## src/rtl/maxhpc_fifo_sc_if.sv

```systemverilog
`default_nettype none
// ============================================================================
//  Module      : maxhpc_fifo_sc_if
//  Description : Bundle of the write/read handshake, data and status signals
//                of the single-clock FIFO maxhpc_fifo_sc.
//                master = FIFO user (drives wr/d/rd), slave = FIFO itself.
//  Ports       : wr, d, rd               user -> FIFO
//                commit, discard         user -> FIFO (MAXHPC_FIFO_SC_PKT_EN)
//                q, empty, full, usedw,
//                almost_full, almost_empty,
//                ovf, udf                FIFO -> user
//  Options     : MAXHPC_FIFO_SC_PKT_EN adds the commit/discard signals.
//  Revision    : 1.0  initial release
// ============================================================================
interface maxhpc_fifo_sc_if #(
  parameter int DATA_WD  = 8,
  parameter int DEPTH_WD = 4
);
  logic                wr;
  logic [DATA_WD-1:0]  d;
  logic                rd;
  logic [DATA_WD-1:0]  q;
  logic                empty;
  logic                full;
  logic [DEPTH_WD:0]   usedw;
  logic                almost_full;
  logic                almost_empty;
  logic                ovf;
  logic                udf;
`ifdef MAXHPC_FIFO_SC_PKT_EN
  logic                commit;
  logic                discard;
`endif

  modport master (
    output wr, d, rd,
`ifdef MAXHPC_FIFO_SC_PKT_EN
    output commit, discard,
`endif
    input  q, empty, full, usedw, almost_full, almost_empty, ovf, udf
  );

  modport slave (
    input  wr, d, rd,
`ifdef MAXHPC_FIFO_SC_PKT_EN
    input  commit, discard,
`endif
    output q, empty, full, usedw, almost_full, almost_empty, ovf, udf
  );
endinterface
`default_nettype wire

```

## src/rtl/maxhpc_fifo_sc.sv

```systemverilog
`default_nettype none
// ============================================================================
//  Module      : maxhpc_fifo_sc
//  Description : Single-clock synchronous FIFO with registered fill count,
//                programmable almost-full/almost-empty flags, sticky
//                overflow/underflow flags and optional show-ahead output.
//  Ports       : clk   - single clock, all logic on the rising edge
//                clr   - synchronous active-high reset
//                fifo  - maxhpc_fifo_sc_if.slave (wr/d/rd in, q and status out)
//  Options     : define MAXHPC_FIFO_SC_PKT_EN for packet commit/discard mode.
//  Revision    : 1.0  initial release
// ============================================================================
module maxhpc_fifo_sc #(
  parameter int    DEPTH_WD  = 4,
  parameter int    DATA_WD   = 8,
  parameter string SHOWAHEAD = "OFF",
  parameter int    AF_LVL    = 2**DEPTH_WD - 2,
  parameter int    AE_LVL    = 1,
  parameter string USE_EAB   = "ON"
) (
  input  logic             clk,
  input  logic             clr,
  maxhpc_fifo_sc_if.slave  fifo
);

  localparam bit                c_SA    = (SHOWAHEAD == "ON");
  localparam int                c_DEPTH = 2**DEPTH_WD;
  localparam logic [DEPTH_WD:0] c_CAP   = {1'b1, {DEPTH_WD{1'b0}}};
  localparam logic [DEPTH_WD:0] c_AF    = AF_LVL[DEPTH_WD:0];
  localparam logic [DEPTH_WD:0] c_AE    = AE_LVL[DEPTH_WD:0];
  localparam logic [DEPTH_WD:0] c_ZERO  = '0;

  // Pointers carry one extra bit so that full and empty are distinguishable.
  // r_wptr is the tentative write pointer, r_cptr the committed one; without
  // packet mode they always move together.
  logic [DEPTH_WD:0]   r_wptr;
  logic [DEPTH_WD:0]   r_cptr;
  logic [DEPTH_WD:0]   r_rptr;
  logic [DEPTH_WD:0]   r_usedw;
  logic                r_empty;
  logic                r_full;
  logic                r_af;
  logic                r_ae;
  logic                r_ovf;
  logic                r_udf;
  logic                r_qv;      // show-ahead: r_q holds a valid head word
  logic [DATA_WD-1:0]  r_q;

  logic                w_wa;
  logic                w_ra;
  logic                w_commit;
  logic                w_discard;
  logic                w_fetch;
  logic                w_rd_en;
  logic                w_qv_nxt;
  logic [DEPTH_WD:0]   w_avail;
  logic [DEPTH_WD:0]   w_wptr_inc;
  logic [DEPTH_WD:0]   w_wptr_nxt;
  logic [DEPTH_WD:0]   w_cptr_nxt;
  logic [DEPTH_WD:0]   w_rptr_nxt;
  logic [DEPTH_WD:0]   w_qv_ext;
  logic [DEPTH_WD:0]   w_used_nxt;
  logic [DEPTH_WD:0]   w_cused_nxt;
  logic                w_empty_nxt;
  logic [DEPTH_WD-1:0] w_waddr;
  logic [DEPTH_WD-1:0] w_raddr;

`ifdef MAXHPC_FIFO_SC_PKT_EN
  assign w_commit  = fifo.commit;
  assign w_discard = fifo.discard;
`else
  // Every accepted write is committed in the cycle it is accepted.
  assign w_commit  = 1'b1;
  assign w_discard = 1'b0;
`endif

  assign w_wa    = fifo.wr && !r_full;
  assign w_ra    = fifo.rd && !r_empty;
  assign w_waddr = r_wptr[DEPTH_WD-1:0];
  assign w_raddr = r_rptr[DEPTH_WD-1:0];

  // Committed words still in RAM (excludes the show-ahead register and any
  // word being written this cycle, so the RAM read never races the write).
  assign w_avail = r_cptr - r_rptr;

  // Show-ahead refill: load the output register whenever it is empty or is
  // being popped, giving back-to-back words with no bubble.
  assign w_fetch = c_SA && (w_avail != c_ZERO) && (!r_qv || w_ra);
  assign w_rd_en = c_SA ? w_fetch : w_ra;

  assign w_wptr_inc = r_wptr + {{DEPTH_WD{1'b0}}, w_wa};
  assign w_wptr_nxt = w_discard ? r_cptr : w_wptr_inc;
  assign w_cptr_nxt = w_discard ? r_cptr : (w_commit ? w_wptr_inc : r_cptr);
  assign w_rptr_nxt = r_rptr + {{DEPTH_WD{1'b0}}, w_rd_en};

  assign w_qv_nxt = c_SA && (w_fetch || (r_qv && !w_ra));
  assign w_qv_ext = {{DEPTH_WD{1'b0}}, w_qv_nxt};

  // In show-ahead mode the word parked in r_q is still counted as stored.
  assign w_used_nxt  = w_wptr_nxt - w_rptr_nxt + w_qv_ext;
  assign w_cused_nxt = w_cptr_nxt - w_rptr_nxt + w_qv_ext;
  assign w_empty_nxt = c_SA ? !w_qv_nxt : (w_cused_nxt == c_ZERO);

  always_ff @(posedge clk) begin
    if (clr) begin
      r_wptr  <= '0;
      r_cptr  <= '0;
      r_rptr  <= '0;
      r_usedw <= '0;
      r_empty <= 1'b1;
      r_full  <= 1'b0;
      r_af    <= 1'b0;
      r_ae    <= 1'b1;
      r_ovf   <= 1'b0;
      r_udf   <= 1'b0;
      r_qv    <= 1'b0;
    end else begin
      r_wptr  <= w_wptr_nxt;
      r_cptr  <= w_cptr_nxt;
      r_rptr  <= w_rptr_nxt;
      r_usedw <= w_used_nxt;
      r_empty <= w_empty_nxt;
      r_full  <= (w_used_nxt == c_CAP);
      r_af    <= (w_used_nxt >= c_AF);
      r_ae    <= (w_cused_nxt <= c_AE);
      r_qv    <= w_qv_nxt;
      if (fifo.wr && r_full) begin
        r_ovf <= 1'b1;
      end
      if (fifo.rd && r_empty) begin
        r_udf <= 1'b1;
      end
    end
  end

  // Storage with registered read port; r_q is the RAM output register and,
  // in show-ahead mode, doubles as the prefetch register.
  generate
    if (USE_EAB == "ON") begin : g_eab
      logic [DATA_WD-1:0] r_mem [0:c_DEPTH-1];

      always_ff @(posedge clk) begin
        if (w_wa) begin
          r_mem[w_waddr] <= fifo.d;
        end
      end

      always_ff @(posedge clk) begin
        if (clr) begin
          r_q <= '0;
        end else if (w_rd_en) begin
          r_q <= r_mem[w_raddr];
        end
      end
    end else begin : g_lut
      // Flop-based storage; cleared with the FIFO so no stale data survives.
      logic [DATA_WD-1:0] r_mem [0:c_DEPTH-1];

      always_ff @(posedge clk) begin
        if (clr) begin
          for (int i = 0; i < c_DEPTH; i++) begin
            r_mem[i] <= '0;
          end
        end else if (w_wa) begin
          r_mem[w_waddr] <= fifo.d;
        end
      end

      always_ff @(posedge clk) begin
        if (clr) begin
          r_q <= '0;
        end else if (w_rd_en) begin
          r_q <= r_mem[w_raddr];
        end
      end
    end
  endgenerate

  assign fifo.q            = r_q;
  assign fifo.empty        = r_empty;
  assign fifo.full         = r_full;
  assign fifo.usedw        = r_usedw;
  assign fifo.almost_full  = r_af;
  assign fifo.almost_empty = r_ae;
  assign fifo.ovf          = r_ovf;
  assign fifo.udf          = r_udf;

endmodule
`default_nettype wire
```

## src/flat_wrapper.sv

```systemverilog
// flat-port wrapper written by rule: the top's interface ports become plain ports
module maxhpc_fifo_sc_flat 
#(
  parameter int    DEPTH_WD  = 4,
  parameter int    DATA_WD   = 8,
  parameter string SHOWAHEAD = "   ",
  parameter int    AF_LVL    = 2**DEPTH_WD - 2,
  parameter int    AE_LVL    = 1,
  parameter string USE_EAB   = "  "
)
  (clk, clr, fifo_wr, fifo_d, fifo_rd, fifo_q, fifo_empty, fifo_full, fifo_usedw, fifo_almost_full, fifo_almost_empty, fifo_ovf, fifo_udf);
  maxhpc_fifo_sc_if #(.DATA_WD(DATA_WD), .DEPTH_WD(DEPTH_WD)) fifo_i ();
  input  logic clk;
  input  logic clr;
  input wire logic [$bits(fifo_i.wr)-1:0] fifo_wr;
  input wire logic [$bits(fifo_i.d)-1:0] fifo_d;
  input wire logic [$bits(fifo_i.rd)-1:0] fifo_rd;
  output wire logic [$bits(fifo_i.q)-1:0] fifo_q;
  output wire logic [$bits(fifo_i.empty)-1:0] fifo_empty;
  output wire logic [$bits(fifo_i.full)-1:0] fifo_full;
  output wire logic [$bits(fifo_i.usedw)-1:0] fifo_usedw;
  output wire logic [$bits(fifo_i.almost_full)-1:0] fifo_almost_full;
  output wire logic [$bits(fifo_i.almost_empty)-1:0] fifo_almost_empty;
  output wire logic [$bits(fifo_i.ovf)-1:0] fifo_ovf;
  output wire logic [$bits(fifo_i.udf)-1:0] fifo_udf;
  assign fifo_i.wr = fifo_wr;
  assign fifo_i.d = fifo_d;
  assign fifo_i.rd = fifo_rd;
  assign fifo_q = fifo_i.q;
  assign fifo_empty = fifo_i.empty;
  assign fifo_full = fifo_i.full;
  assign fifo_usedw = fifo_i.usedw;
  assign fifo_almost_full = fifo_i.almost_full;
  assign fifo_almost_empty = fifo_i.almost_empty;
  assign fifo_ovf = fifo_i.ovf;
  assign fifo_udf = fifo_i.udf;
  maxhpc_fifo_sc #(.DEPTH_WD(DEPTH_WD), .DATA_WD(DATA_WD), .SHOWAHEAD(SHOWAHEAD), .AF_LVL(AF_LVL), .AE_LVL(AE_LVL), .USE_EAB(USE_EAB)) u_core (.clk(clk), .clr(clr), .fifo(fifo_i));
endmodule
```

## config.mk

```make
export PLATFORM = sky130hd
export DESIGN_NAME = maxhpc_fifo_sc_flat
export DESIGN_NICKNAME = d
export VERILOG_FILES = /design/src/rtl/maxhpc_fifo_sc_if.sv /design/src/rtl/maxhpc_fifo_sc.sv /design/src/flat_wrapper.sv
export SDC_FILE = /design/constraint.sdc
export NUM_CORES = 1
export LEC_CHECK = 0
export BUFFER_PORTS_ARGS = -buffer_cell sky130_fd_sc_hd__buf_2
export CAP_MARGIN = 20
export CORE_MARGIN = 10
export CORE_UTILIZATION = 45
export DETAILED_ROUTE_END_ITERATION = 16
export GPL_TIMING_DRIVEN = 0
export PLACE_DENSITY = 0.7
export SKIP_LAST_GASP = 1
export SLEW_MARGIN = 40
export SYNTH_ARGS = -nofsm -noshare
export SYNTH_HDL_FRONTEND = slang
export SYNTH_SLANG_ARGS = --single-unit
```

## constraint.sdc

```tcl
create_clock -name clk -period 10 [get_ports clk]
set_input_delay 2 -clock clk [delete_from_list [all_inputs] [get_ports clk]]
set_output_delay 2 -clock clk [all_outputs]
set_load 0.01 [all_outputs]
```

# Word-level counts from Yosys, hierarchy flattened
# Memory sizes are Yosys's and may differ from the RTL's. A register that Yosys moved wholly into a read port is not among the register bits.
# Cells that the tools add are included.
[classes]
mux = 8
eq_ne = 1
reduce_logical = 8
magnitude_cmp = 2
add_sub_neg = 3
[op_table]
columns = ["op", "count"]
rows = [
  ["5-bit by 1-bit adder with 5-bit output", 2],
  ["8-bit 2-to-1 mux", 1],
  ["8-bit OR reduction", 1],
  ["1-bit 2-to-1 mux", 6],
  ["5-bit equality test, second input constant", 1],
  ["5-bit by 4-bit greater-or-equal comparator with 1-bit output, second input constant", 1],
  ["5-bit by 1-bit less-or-equal comparator with 1-bit output, second input constant", 1],
  ["5-bit zero test", 1],
  ["5-bit subtractor", 1],
  ["1-bit logical AND", 4],
  ["4-bit 2-to-1 mux", 1],
  ["1-bit zero test", 2],
]
[word_totals]
mem_count = 1
inputBits = 12
ram_bits = 128
elab_cells = 32
ff_bits = 21
[mem_list]
columns = ["memory", "words", "width", "read_ports", "rd_clocked_by_memory_dff", "wr", "line_no", "text"]
rows = [
  ["u_core.g_lut.r_mem", 16, 8, 1, 1, 16, "maxhpc_fifo_sc.sv:157", "logic [DATA_WD-1:0] r_mem [0:c_DEPTH-1];"],
]

# Depth between registers and ports, before layout
# Gate-level depths: netlist of the first run.
[logic_depth]
depth_word = 7
ltp_mapped = 13

# Worst setup path after synthesis of the first run
# OpenSTA, ideal clock, no wires.
[synth_timing]
path_kind = "input port to flip-flop"
start = "input port fifo_rd"
end = "register u_core.r_empty, in the netlist u_core.fifo.empty"
stages = 13
setup_time_ps = 116
setup_slack_ps = 5377
arrival_time_ps = 4507
required_ps = 9884
n_path_buf = 2
path_cell_list = "nand2b_1 clkbuf_1 clkbuf_1 inv_1 ha_1 ha_1 xnor2_1 ha_1 a21oi_1 maj3_2 maj3_2 xnor2_2 a31o_1"
[synth_via]
elab_chain_cells = 4
[synth_lines]
columns = ["item", "line_no", "text"]
rows = [
  ["start, declared", "flat_wrapper.sv:17", "input wire logic [$bits(fifo_i.rd)-1:0] fifo_rd;"],
  ["1-bit logical AND", "maxhpc_fifo_sc.sv:78", "assign w_ra = fifo.rd && !r_empty;"],
  ["named net u_core.w_ra", "maxhpc_fifo_sc.sv:50", "logic w_ra;"],
  ["5-bit by 1-bit adder with 5-bit output", "maxhpc_fifo_sc.sv:94", "assign w_rptr_nxt = r_rptr + {{DEPTH_WD{1'b0}}, w_rd_en};"],
  ["named net u_core.w_rptr_nxt[1]", "maxhpc_fifo_sc.sv:60", "logic [DEPTH_WD:0] w_rptr_nxt;"],
  ["5-bit subtractor", "maxhpc_fifo_sc.sv:101", "assign w_cused_nxt = w_cptr_nxt - w_rptr_nxt + w_qv_ext;"],
  ["5-bit zero test", "maxhpc_fifo_sc.sv:102", "assign w_empty_nxt = c_SA ? !w_qv_nxt : (w_cused_nxt == c_ZERO);"],
  ["end signal, assigned", "maxhpc_fifo_sc.sv:122", "r_empty <= w_empty_nxt;"],
  ["end, declared", "maxhpc_fifo_sc.sv:40", "logic r_empty;"],
]
# The timed path passes the listed nets, and every way through them passes these cells.
# A chain may end at the register's enable or synchronous reset.

# Worst setup path after layout of the first run
[layout_timing]
start = "input port fifo_rd"
end = "register u_core.r_full, in the netlist u_core.fifo.full"
[layout_via]
elab_chain_cells = 4
[layout_lines]
columns = ["item", "line_no", "text"]
rows = [
  ["1-bit logical AND", "maxhpc_fifo_sc.sv:78", ""],
  ["named net u_core.w_ra", "maxhpc_fifo_sc.sv:50", ""],
  ["5-bit by 1-bit adder with 5-bit output", "maxhpc_fifo_sc.sv:94", ""],
  ["named net u_core.w_rptr_nxt[1]", "maxhpc_fifo_sc.sv:60", ""],
  ["5-bit subtractor", "maxhpc_fifo_sc.sv:100", "assign w_used_nxt = w_wptr_nxt - w_rptr_nxt + w_qv_ext;"],
  ["5-bit equality test", "maxhpc_fifo_sc.sv:123", "r_full <= (w_used_nxt == c_CAP);"],
  ["end signal, assigned", "maxhpc_fifo_sc.sv:123", ""],
  ["end, declared", "maxhpc_fifo_sc.sv:41", "logic r_full;"],
]
# The timed path passes the listed nets, and every way through them passes these cells.

==> results.sh, run 1 <==
export IMPL_clkLatencyLatePin_ns=0.42
export IMPL_synth_edff_count=128
export IMPL_synthArstFlopShare=0
export IMPL_grt_usage=0.162
export IMPL_diodes=0
export IMPL_synthTopCellsByCount="129 x and2_1, 128 x edfxtp_1, 35 x nor2_1"
export IMPL_cp_start_kind="input port"
export IMPL_ir_worst_vdd_mv=0.115
export IMPL_ios=31
export IMPL_yosysWarnings=0
export IMPL_fp_dieW_um=145
export IMPL_cts_hold_fix_buffers=0
export IMPL_cellPowerDensity_nw_per_um2=215
export IMPL_maxCapViolCount=0
export IMPL_grt_pass1_wl_mm=24.4
export IMPL_area_growth_pct=14.7
export IMPL_final_cell_area_um2=8020
export IMPL_dp_hpwl_mm=11.1
export IMPL_drv_slew=0
export IMPL_numCtsBuffers=17
export IMPL_cts_tree="done"
export IMPL_fin_cells=745
export IMPL_drc=0
export IMPL_setup_tns_ns=0
export IMPL_clockBufferDepth=2
export IMPL_placed_area_um2=7390
export IMPL_cts_setup_buffers=0
export IMPL_dr_first_iter_drc_count=321
export IMPL_power_leakage_nw=3.01
export IMPL_start_util=0.460
export IMPL_postSynthAreaPerCell_um2=14.1
export IMPL_worstSetupPathType="in2reg"
export IMPL_synth_most_common_cell="and2_1"
export IMPL_syn_inst=495
export IMPL_gp_congestion=0.858
export IMPL_hold_path_class="reg2reg"
export IMPL_clock_skew_ns=0.00721
export IMPL_drive_above_1_share=0.221
export IMPL_grt_max_degree=17
export IMPL_ant_nets=0
export IMPL_finalCritPeriodShare=0.480
export IMPL_rsz0062_at_grt="false"
export IMPL_root_buffer="clkbuf_16"
export IMPL_finalHoldViolCount=0
export IMPL_synth_cell_types=31
export IMPL_dr_pass1_iters=5
export IMPL_htreeDepth=4
export IMPL_cts_sinks=157
export IMPL_cp_max_fo=10
export IMPL_fillers=1260
export IMPL_synth_area_leaders="edfxtp_1 55%, and2_1 12%, mux4_2 10%, dfxtp_1 8.3%, nor2_1 1.9%"
export IMPL_rows=45
export IMPL_wl_per_cell_um=21.4
export IMPL_timing_max_slew_rel_slack=0.492
export IMPL_syn_num_nets=514
export IMPL_overflow=0
export IMPL_yosysTopAreaCell="edfxtp_1"
export IMPL_routed_wl_mm=15.9
export IMPL_fin_crit_ns=4.80
export IMPL_path_clk_slew_ns=0.06
export IMPL_yosys_most_used_dff="edfxtp_1"
export IMPL_io_buffer_count=30
export IMPL_synth_area_um2=6990
export IMPL_yosysSeqAreaShare=0.633
export IMPL_die_y_um=145
export IMPL_antenna_found_initial=0
export IMPL_worstPathArrival_ns=5.12
export IMPL_vias=4085
export IMPL_status="complete, no violations"
export IMPL_fmax_mhz=208
export IMPL_dieArea_um2=20900
export IMPL_worst_pin_slew_ns=0.762
export IMPL_nets=563
export IMPL_final_setup_viol_count=0
export IMPL_cts_resized=0
export IMPL_fp_coreArea_um2=15200
export IMPL_grt_pass1_vias=4346
export IMPL_routed_via_density=5.48
export IMPL_endpoint_kind="flip-flop"
export IMPL_ys_seq_elements=157
export IMPL_placed_cells=713
export IMPL_synth_top_area_share=0.550
export IMPL_crit_required_ns=10.32
-- report_power, final --
| part | internal [mW] | leakage, nW | total, mW | switching (mW) |
|---|---|---|---|---|
| Sequential | 0.752 | 1.56 | 0.770 | 0.0182 |
| Clock | 0.417 | 0.302 | 0.676 | 0.259 |
| Combinational | 0.124 | 1.15 | 0.276 | 0.152 |
-- per-layer routing --
metal,track usage,up-vias,part of all wire
met5,0,-,0
met2,0.267,136,0.51
met1,0.192,2048,0.39
li1,-,1877,-
met4,0.0824,0,0.030
met3,0.0426,24,0.074
-- layout make-up --
type,count,area (um2),area share
Timing Repair Buffer,30,150,0.0187
Clock buffer,17,425,0.0531
Buffer,28,116,0.0145
Inverter,5,18.8,0.00234
Tap cell,188,235,0.0293
Clock inverter,15,194,0.0242
Multi-Input combinational cell,305,2450,0.306
Sequential cell,157,4420,0.552
-- worst max-delay path, stage by stage --
cell and delay, ns:
buf_2 0.11, nand2b_1 0.09, clkbuf_1 0.32, clkbuf_1 0.42, inv_1 0.10, ha_1 0.24, ha_1 0.34, xnor2_1 0.16
ha_1 0.16, a21oi_1 0.06, maj3_2 0.32, maj3_2 0.33, xnor2_2 0.17, nor4bb_1 0.29
-- through the flow --
step	hold WS [ns]	total power, mW	utilization	setup WS, ns
floorplan	0.485	0.973	-	5.38
global placement	0.448	1.05	0.485	4.94
detailed placement	0.470	1.06	0.486	4.81
CTS	0.485	1.73	0.527	5.25
global route	0.526	1.79	0.527	5.02
finish	0.478	1.72	0.527	5.20
-- cell usage in the layout, fill, tap and decap left out, types with 3 or more instances in the layout --
master     synthesis  final
nor2_1            35     35
nor3_2             1      5
nor2b_1            7      7
xnor2_1            8      8
and2_1           129    129
xor2_1             6      6
clkbuf_16          0     17
nand2_1            4      4
clkbuf_1          18     18
nand3_1            5      5
dfxtp_1           29     29
a22oi_1           16     16
buf_2              6     36
nand2b_1           5      5
bufinv_16          0      4
clkinv_2           0      3
ha_1               7      7
buf_1              3      3
mux4_2            32     32
clkinv_4           0      3
edfxtp_1         128    128
a21oi_1           20     20
inv_1              5      5
or2_2             16     16
-- flip-flops by register name, summed over array words and instances, names as in the netlist --
signal,cells
u_core.fifo.usedw,5
u_core.fifo.almost_full,1
u_core.fifo.empty,1
u_core.fifo.almost_empty,1
u_core.r_wptr,5
u_core.fifo.ovf,1
u_core.fifo.udf,1
u_core.r_rptr,5
u_core.fifo.q,8
u_core.g_lut.r_mem,128
u_core.fifo.full,1
-- kinds of logic (layout without fill, tap and decap cells) --
logic type / Yosys count / after routing / share of synthesized area
buffers and inverters: 33 / 95 / 0.0193
adder cells (fa/ha/maj): 10 / 10 / 0.0172
AND/OR/NAND/NOR: 209 / 209 / 0.173
XOR/XNOR: 15 / 15 / 0.0199
multiplexers: 32 / 32 / 0.103
AO/OA/AOI/OAI: 39 / 39 / 0.0345
flip-flops: 157 / 157 / 0.633
-- final timing paths --
| check | startpoint | endpoint | slack, ns | depth (start not counted) |
|---|---|---|---|---|
| max | fifo_rd | u_core.fifo.full$_SDFF_PP0_ | 5.20 | 14 |
| min | u_core.fifo.udf$_SDFFE_PP0P_ | u_core.fifo.udf$_SDFFE_PP0P_ | 0.48 | 2 |
| max reg2reg | u_core.fifo.empty$_SDFF_PP1_ | u_core.fifo.full$_SDFF_PP0_ | 6.49 | 13 |
| min reg2reg | u_core.fifo.udf$_SDFFE_PP0P_ | u_core.fifo.udf$_SDFFE_PP0P_ | 0.48 | 2 |
(Power assumes the default switching activity.)
==> inputs of run 2 (changes only) <==
--- a/config.mk
+++ b/config.mk
@@ -5,6 +5,7 @@
 export SDC_FILE = /design/constraint.sdc
 export NUM_CORES = 1
 export LEC_CHECK = 0
+export ABC_AREA = 1
 export BUFFER_PORTS_ARGS = -buffer_cell sky130_fd_sc_hd__buf_2
 export CAP_MARGIN = 20
 export CORE_MARGIN = 10
==> constraint.sdc (replaced) <==
create_clock -name clk -period 4.6 [get_ports clk]
set_input_delay 0.92 -clock clk [delete_from_list [all_inputs] [get_ports clk]]
set_output_delay 0.92 -clock clk [all_outputs]
set_load 0.01 [all_outputs]
==> run 2 against run 1 <==
Net effect:
- non-clock buffer count rose by 11
- synthesized cell count up 59%
- sequential power rose by 120%
==> results.sh, run 2 <==
export IMPL_path_clk_slew_ns=0.06
export IMPL_synth_top_area_share=0.539
export IMPL_crit_start="fifo_rd"
export IMPL_dr_first_iter_drc_count=645
export IMPL_grt_max_degree=17
export IMPL_drv_slew=0
export IMPL_dieArea_um2=21300
export IMPL_routed_wl_mm=18.5
export IMPL_crit_required_ns=4.92
export IMPL_synth_cell_types=24
export IMPL_synth_most_common_cell="nand2_1"
export IMPL_nets=854
export IMPL_power_leakage_nw=3.51
export IMPL_root_buffer="clkbuf_16"
export IMPL_clkLatencyLatePin_ns=0.43
export IMPL_endpoint_kind="flip-flop"
export IMPL_yosysSeqAreaShare=0.621
export IMPL_cpMostUsedCell="nand2_1"
export IMPL_worstPathArrival_ns=3.85
export IMPL_rr_startpoint="u_core.fifo.empty$_SDFF_PP1_"
export IMPL_pre_cts_ws_ns=0.760
export IMPL_ys_seq_elements=157
export IMPL_synthTopCellsByCount="233 x nand2_1, 156 x nor2_1, 128 x edfxtp_1"
export IMPL_worst_pin_slew_ns=0.806
export IMPL_path_cells="buf_2 > inv_1 > nor2_1 > clkbuf_1 > ha_1 > ha_1 > nor2_1 > nor2_1 > ha_1 > nor2_1 > o21ai_0 > nand2_1 > nand2_1 > nand2_1 > nand2_1 > nand2_1 > nand2_1"
export IMPL_drive_above_1_share=0.104
export IMPL_routed_via_density=5.23
export IMPL_dp_hpwl_mm=12.7
export IMPL_yosysWarnings=0
export IMPL_cellPowerDensity_nw_per_um2=462
export IMPL_timing_max_slew_rel_slack=0.463
export IMPL_synth_area_um2=7130
export IMPL_final_cell_mix="233 x nand2_1, 156 x nor2_1, 128 x edfxtp_1"
export IMPL_register_area_um2=4420
export IMPL_final_setup_viol_count=0
export IMPL_diodes=0
export IMPL_synth_simple_area_share=0.304
export IMPL_die_y_um=146
export IMPL_worstSetupPathType="in2reg"
export IMPL_cp_start_kind="input port"
export IMPL_fmax_mhz=283
export IMPL_finalCritPeriodShare=0.768
export IMPL_dr_pass1_iters=5
export IMPL_synth_edff_count=128
export IMPL_synthMuxAreaShare=0
export IMPL_yosys_most_used_dff="edfxtp_1"
export IMPL_top_register="u_core.g_lut.r_mem"
export IMPL_rr_worst_depth=15
export IMPL_cts_resized=0
export IMPL_maxCapViolCount=0
export IMPL_status="complete, no violations"
export IMPL_synth_compound_area_frac=0.0137
export IMPL_largest_reg_flops=128
export IMPL_grt_usage=0.174
export IMPL_grt_pass1_wl_mm=28.6
export IMPL_synth_area_leaders="edfxtp_1 54%, nand2_1 12%, nor2_1 8.2%, dfxtp_1 8.1%, nand3_1 7.9%"
export IMPL_cts_tree="done"
export IMPL_critPathSlowestCell="clkbuf_1"
export IMPL_final_common_cell="nand2_1"
export IMPL_syn_num_nets=805
export IMPL_area_growth_pct=14.0
export IMPL_cts_setup_buffers=0
export IMPL_wl_per_cell_um=17.5
export IMPL_gp_congestion=0.913
export IMPL_ant_nets=0
export IMPL_io_buffer_count=30
export IMPL_cp_max_fo=10
export IMPL_cp_slowest_stage_delay_ns=0.48
export IMPL_ios=31
export IMPL_fp_dieW_um=146
export IMPL_fp_coreArea_um2=15400
export IMPL_setup_tns_ns=0
export IMPL_synth_fa_ha_area_frac=0.0123
export IMPL_synthXorXnorAreaFrac=0.00246
export IMPL_cts_sinks=157
export IMPL_yosysTopAreaCell="edfxtp_1"
export IMPL_timing_final_ws_setup_ns=1.07
export IMPL_cts_hold_fix_buffers=0
export IMPL_start_util=0.464
export IMPL_numCtsBuffers=17
export IMPL_syn_inst=786
export IMPL_htreeDepth=4
export IMPL_finalHoldViolCount=0
export IMPL_antenna_found_initial=0
export IMPL_fillers=1383
export IMPL_overflow=0
export IMPL_synthArstFlopShare=0
export IMPL_rows=45
export IMPL_ir_worst_vdd_mv=0.247
export IMPL_drc=0
export IMPL_fin_crit_ns=3.53
export IMPL_rsz0062_at_grt="false"
export IMPL_clockBufferDepth=2
export IMPL_hold_depth=2
export IMPL_clock_skew_ns=0.00681
export IMPL_synth_top_family_by_area="simple AND/OR/NAND/NOR gates"
export IMPL_postSynthAreaPerCell_um2=9.07
export IMPL_hold_path_class="reg2reg"
export IMPL_vias=5536
export IMPL_grt_pass1_vias=5330
export IMPL_hold_path_startpoint="u_core.fifo.udf$_SDFFE_PP0P_"
export IMPL_multi_input_area_um2=2370
run 2: cell types whose count changed after synthesis, moves of 32 or more:
cell     before  now
nor2_1       35  156
mux4_2       32    0
nand3_1       5  112
and2_1      129    0
nand2_1       4  233
inv_1         5   37
run 2: report_power, final:
group          internal (mW)  leakage [nW]  total, mW  switching, mW
sequential              1.63          1.56       1.67         0.0346
combinational          0.192          1.67      0.663          0.471
clock                  0.892         0.285       1.42          0.531
run 2: kinds of logic after synthesis:
| logic type | after synthesis |
|---|---|
| simple gates | 523 |
| buf+inv | 83 |
| fa+ha+maj | 7 |
| flops | 157 |
| compound gates | 14 |
| xor+xnor | 2 |
run 2: area by class of cell:
| cell class | instances | area share |
|---|---|---|
| clock inverter | 11 | 0.0183 |
| clock buffer | 20 | 0.0537 |
| tap | 211 | 0.0325 |
| sequential | 157 | 0.544 |
| timing repair buffer | 30 | 0.0185 |
| inverter | 44 | 0.0203 |
| buffer | 39 | 0.0208 |
| multi-input combinational | 546 | 0.292 |
run 2: worst paths after layout:
kind | end | slack (ns)
max | u_core.fifo.almost_full$_SDFF_PP0_ | 1.07
min | u_core.fifo.udf$_SDFFE_PP0P_ | 0.47
max reg2reg | u_core.fifo.almost_full$_SDFF_PP0_ | 1.33
min reg2reg | u_core.fifo.udf$_SDFFE_PP0P_ | 0.47
run 2: metal layers:
layer / vias up / global-route usage / part of all wire
met1: 2604 / 0.219 / 0.41
li1: 2688 / - / -
met2: 202 / 0.285 / 0.49
met4: 0 / 0.0743 / 0.029
met3: 42 / 0.0348 / 0.074
met5: - / 0 / 0
run 2: stage by stage:
stage	instances	util	instance area, um2	hold slack (ns)	power [mW]
2_1_floorplan	786	-	7130	0.502	2.12
3_3_place_gp	1027	0.491	7540	0.444	2.34
3_5_place_dp	1027	0.491	7540	0.452	2.35
4_1_cts	1058	0.529	8130	0.471	3.75
5_1_grt	1058	0.529	8130	0.503	3.90
6_report	1058	0.529	8130	0.471	3.75
run 2: worst max-delay path, delay by kind of cell:
family / cells / cell delay [ns]
AND/OR/NAND/NOR: 10 / 1.38
adder cells (fa/ha/maj): 3 / 0.81
buffers and inverters: 3 / 0.60
AO/OA/AOI/OAI: 1 / 0.12
==> inputs of run 3 (changes only) <==
--- a/config.mk
+++ b/config.mk
@@ -5,14 +5,14 @@
 export SDC_FILE = /design/constraint.sdc
 export NUM_CORES = 1
 export LEC_CHECK = 0
-export ABC_AREA = 1
+export ABC_AREA = 0
 export BUFFER_PORTS_ARGS = -buffer_cell sky130_fd_sc_hd__buf_2
 export CAP_MARGIN = 20
 export CORE_MARGIN = 10
 export CORE_UTILIZATION = 45
 export DETAILED_ROUTE_END_ITERATION = 16
 export GPL_TIMING_DRIVEN = 0
-export PLACE_DENSITY = 0.7
+export PLACE_DENSITY = 0.73
 export SKIP_LAST_GASP = 1
 export SLEW_MARGIN = 40
 export SYNTH_ARGS = -nofsm -noshare
==> constraint.sdc (replaced) <==
create_clock -name clk -period 2.85 [get_ports clk]
set_input_delay 0.57 -clock clk [delete_from_list [all_inputs] [get_ports clk]]
set_output_delay 0.57 -clock clk [all_outputs]
set_load 0.01 [all_outputs]
==> run 3 against run 2 <==
Net effect:
- die area shrank 1.7%
- non-clock buffer count is 11 lower
- sequential cell count did not move
- combinational power up 57%
- count of clock-buffer cells in the layout is 8 higher
- global-route usage shrank 1.2 points
- sequential power grew 62%
- critical path depth down 5
- final cell count down 30%
- routed wire length fell by 13%
- first-iteration DRC count shrank 37%
- via count down 26%
- highest routed layer unchanged
==> results.sh, run 3 (synthesis gave the netlist of run 1 again) <==
export IMPL_start_util=0.460
export IMPL_power_leakage_nw=3.02
export IMPL_pwr_share_clk=0.374
export IMPL_fin_crit_ns=2.73
export IMPL_worstPathArrival_ns=3.05
export IMPL_worstSetupPathType="reg2reg"
export IMPL_rr_startpoint="u_core.fifo.empty$_SDFF_PP1_"
export IMPL_cts_hold_fix_buffers=0
export IMPL_crit_required_ns=3.16
export IMPL_switchingPower_mw=1.49
export IMPL_regToRegSetupSlack_ns=0.12
export IMPL_status="complete, no violations"
export IMPL_pwr_share_comb=0.174
export IMPL_crit_end="u_core.fifo.full$_SDFF_PP0_"
export IMPL_p_int_mw=4.49
export IMPL_routed_wl_mm=16.1
export IMPL_pre_cts_ws_ns=-0.532
export IMPL_rr_worst_depth=12
export IMPL_fp_coreArea_um2=15200
export IMPL_final_cell_area_um2=8050
export IMPL_clockBufferDepth=2
export IMPL_fmax_mhz=366
export IMPL_drv_slew=0
export IMPL_rows=45
export IMPL_antenna_found_initial=0
export IMPL_final_setup_viol_count=0
export IMPL_top_register="u_core.g_lut.r_mem"
export IMPL_final_common_cell="and2_1"
export IMPL_numCtsBuffers=17
export IMPL_routed_via_density=5.51
export IMPL_dr_first_iter_drc_count=409
export IMPL_drc=0
export IMPL_maxCapViolCount=0
export IMPL_dr_pass1_iters=5
export IMPL_die_y_um=145
export IMPL_wl_per_cell_um=21.6
export IMPL_swShare=0.249
export IMPL_dp_hpwl_mm=11.0
export IMPL_grt_pass1_wl_mm=24.7
export IMPL_finalHoldViolCount=0
export IMPL_crit_start="u_core.fifo.empty$_SDFF_PP1_"
export IMPL_final_cell_mix="129 x and2_1, 128 x edfxtp_1, 36 x buf_2"
export IMPL_grt_max_degree=17
export IMPL_cellPowerDensity_nw_per_um2=742
export IMPL_endpoint_kind="flip-flop"
export IMPL_grt_pass1_vias=4122
export IMPL_worst_pin_slew_ns=0.775
export IMPL_nets=563
export IMPL_placed_cells=713
export IMPL_ir_worst_vdd_mv=0.445
export IMPL_dieArea_um2=20900
export IMPL_fillers=1237
export IMPL_io_buffer_count=30
export IMPL_timing_max_slew_rel_slack=0.484
export IMPL_vias=4104
export IMPL_fp_dieW_um=145
export IMPL_timing_final_ws_setup_ns=0.116
export IMPL_root_buffer="clkbuf_16"
export IMPL_cts_sinks=157
export IMPL_finalCritPeriodShare=0.959
export IMPL_ant_nets=0
export IMPL_cp_start_kind="flip-flop"
export IMPL_cp_max_fo=5
export IMPL_placed_area_um2=7420
export IMPL_largest_reg_flops=128
export IMPL_p_seq_frac=0.452
export IMPL_ios=31
export IMPL_diodes=0
export IMPL_area_growth_pct=15.2
export IMPL_fin_cells=745
export IMPL_gp_congestion=0.893
export IMPL_clkLatencyLatePin_ns=0.43
export IMPL_cts_tree="done"
export IMPL_finish_utilization=0.530
export IMPL_hold_path_class="in2reg"
export IMPL_power_mw=5.97
export IMPL_r2r_end="u_core.fifo.full$_SDFF_PP0_"
export IMPL_overflow=0
export IMPL_drive_above_1_share=0.233
export IMPL_path_clk_slew_ns=0.06
export IMPL_clock_skew_ns=0.0105
export IMPL_htreeDepth=4
export IMPL_grt_usage=0.162
run 3: cell count changes in the layout (fill, tap and decap cells not counted), moves of 18 or more:
cell     delta
mux4_2     +32
nand3_1   -107
nor2_1    -121
inv_1      -32
nand2_1   -229
a21oi_1    +18
and2_1    +129
run 3: how the worst min path moves through the flow:
stage | start | cells past startpoint | endpoint | slack, ns
CTS | fifo_wr | 3 | u_core.fifo.ovf$_SDFFE_PP0P_ | 0.37
finish | fifo_wr | 3 | u_core.fifo.ovf$_SDFFE_PP0P_ | 0.39
global route | fifo_wr | 3 | u_core.fifo.ovf$_SDFFE_PP0P_ | 0.41
detailed placement | u_core.fifo.ovf$_SDFFE_PP0P_ | 2 | u_core.fifo.ovf$_SDFFE_PP0P_ | 0.45
floorplan | u_core.r_rptr[4]$_SDFF_PP0_ | 2 | u_core.r_rptr[4]$_SDFF_PP0_ | 0.49
global placement | u_core.fifo.ovf$_SDFFE_PP0P_ | 2 | u_core.fifo.ovf$_SDFFE_PP0P_ | 0.45
run 3: routing by layer:
layer	GRT usage	vias up	routed length (um)
met5	0	-	0
met4	0.0606	0	338
met3	0.0384	21	892
met2	0.256	134	7860
met1	0.214	2067	6980
li1	-	1882	-
run 3: power by group through the flow:
stage          clock (mW)  sequential, mW  combinational [mW]
2_1_floorplan           0            2.76               0.668
3_3_place_gp            0            2.73               0.972
3_5_place_dp            0            2.75               0.993
4_1_cts              2.25            2.70                1.04
5_1_grt              2.36            2.72                1.12
6_report             2.23            2.70                1.04
run 3: repair_timing:
item                       4_1_cts  5_1_grt
setup buffers                    1        0
gates resized for setup          4        3
pin swaps                        3        2
setup endpoints to repair        1        1
run 3: area by class of cell:
| class | count | area (um2) | share of cell area |
|---|---|---|---|
| Inverter | 5 | 18.8 | 0.00233 |
| Clock buffer | 28 | 569 | 0.0707 |
| Tap cell | 188 | 235 | 0.0292 |
| Clock inverter | 4 | 21.3 | 0.00264 |
| Timing Repair Buffer | 31 | 158 | 0.0196 |
| Sequential cell | 157 | 4430 | 0.550 |
| Multi-Input combinational cell | 305 | 2500 | 0.311 |
| Buffer | 27 | 123 | 0.0152 |
run 3: stage by stage:
| step | hold slack [ns] | setup TNS, ns |
|---|---|---|
| floorplan | 0.485 | 0 |
| global placement | 0.451 | -4.35 |
| detailed placement | 0.455 | -1.49 |
| CTS | 0.373 | 0 |
| global route | 0.405 | -0.0183 |
| finish | 0.390 | 0 |
run 3: worst max-delay path: stages (launching register included):
cell      delay (ns)
dfxtp_2         0.33
nand2b_1        0.11
clkbuf_8        0.12
inv_1           0.04
ha_2            0.20
ha_4            0.30
xnor2_2         0.11
ha_1            0.16
a21oi_1         0.07
maj3_2          0.32
maj3_2          0.34
xnor2_4         0.17
nor4bb_4        0.35
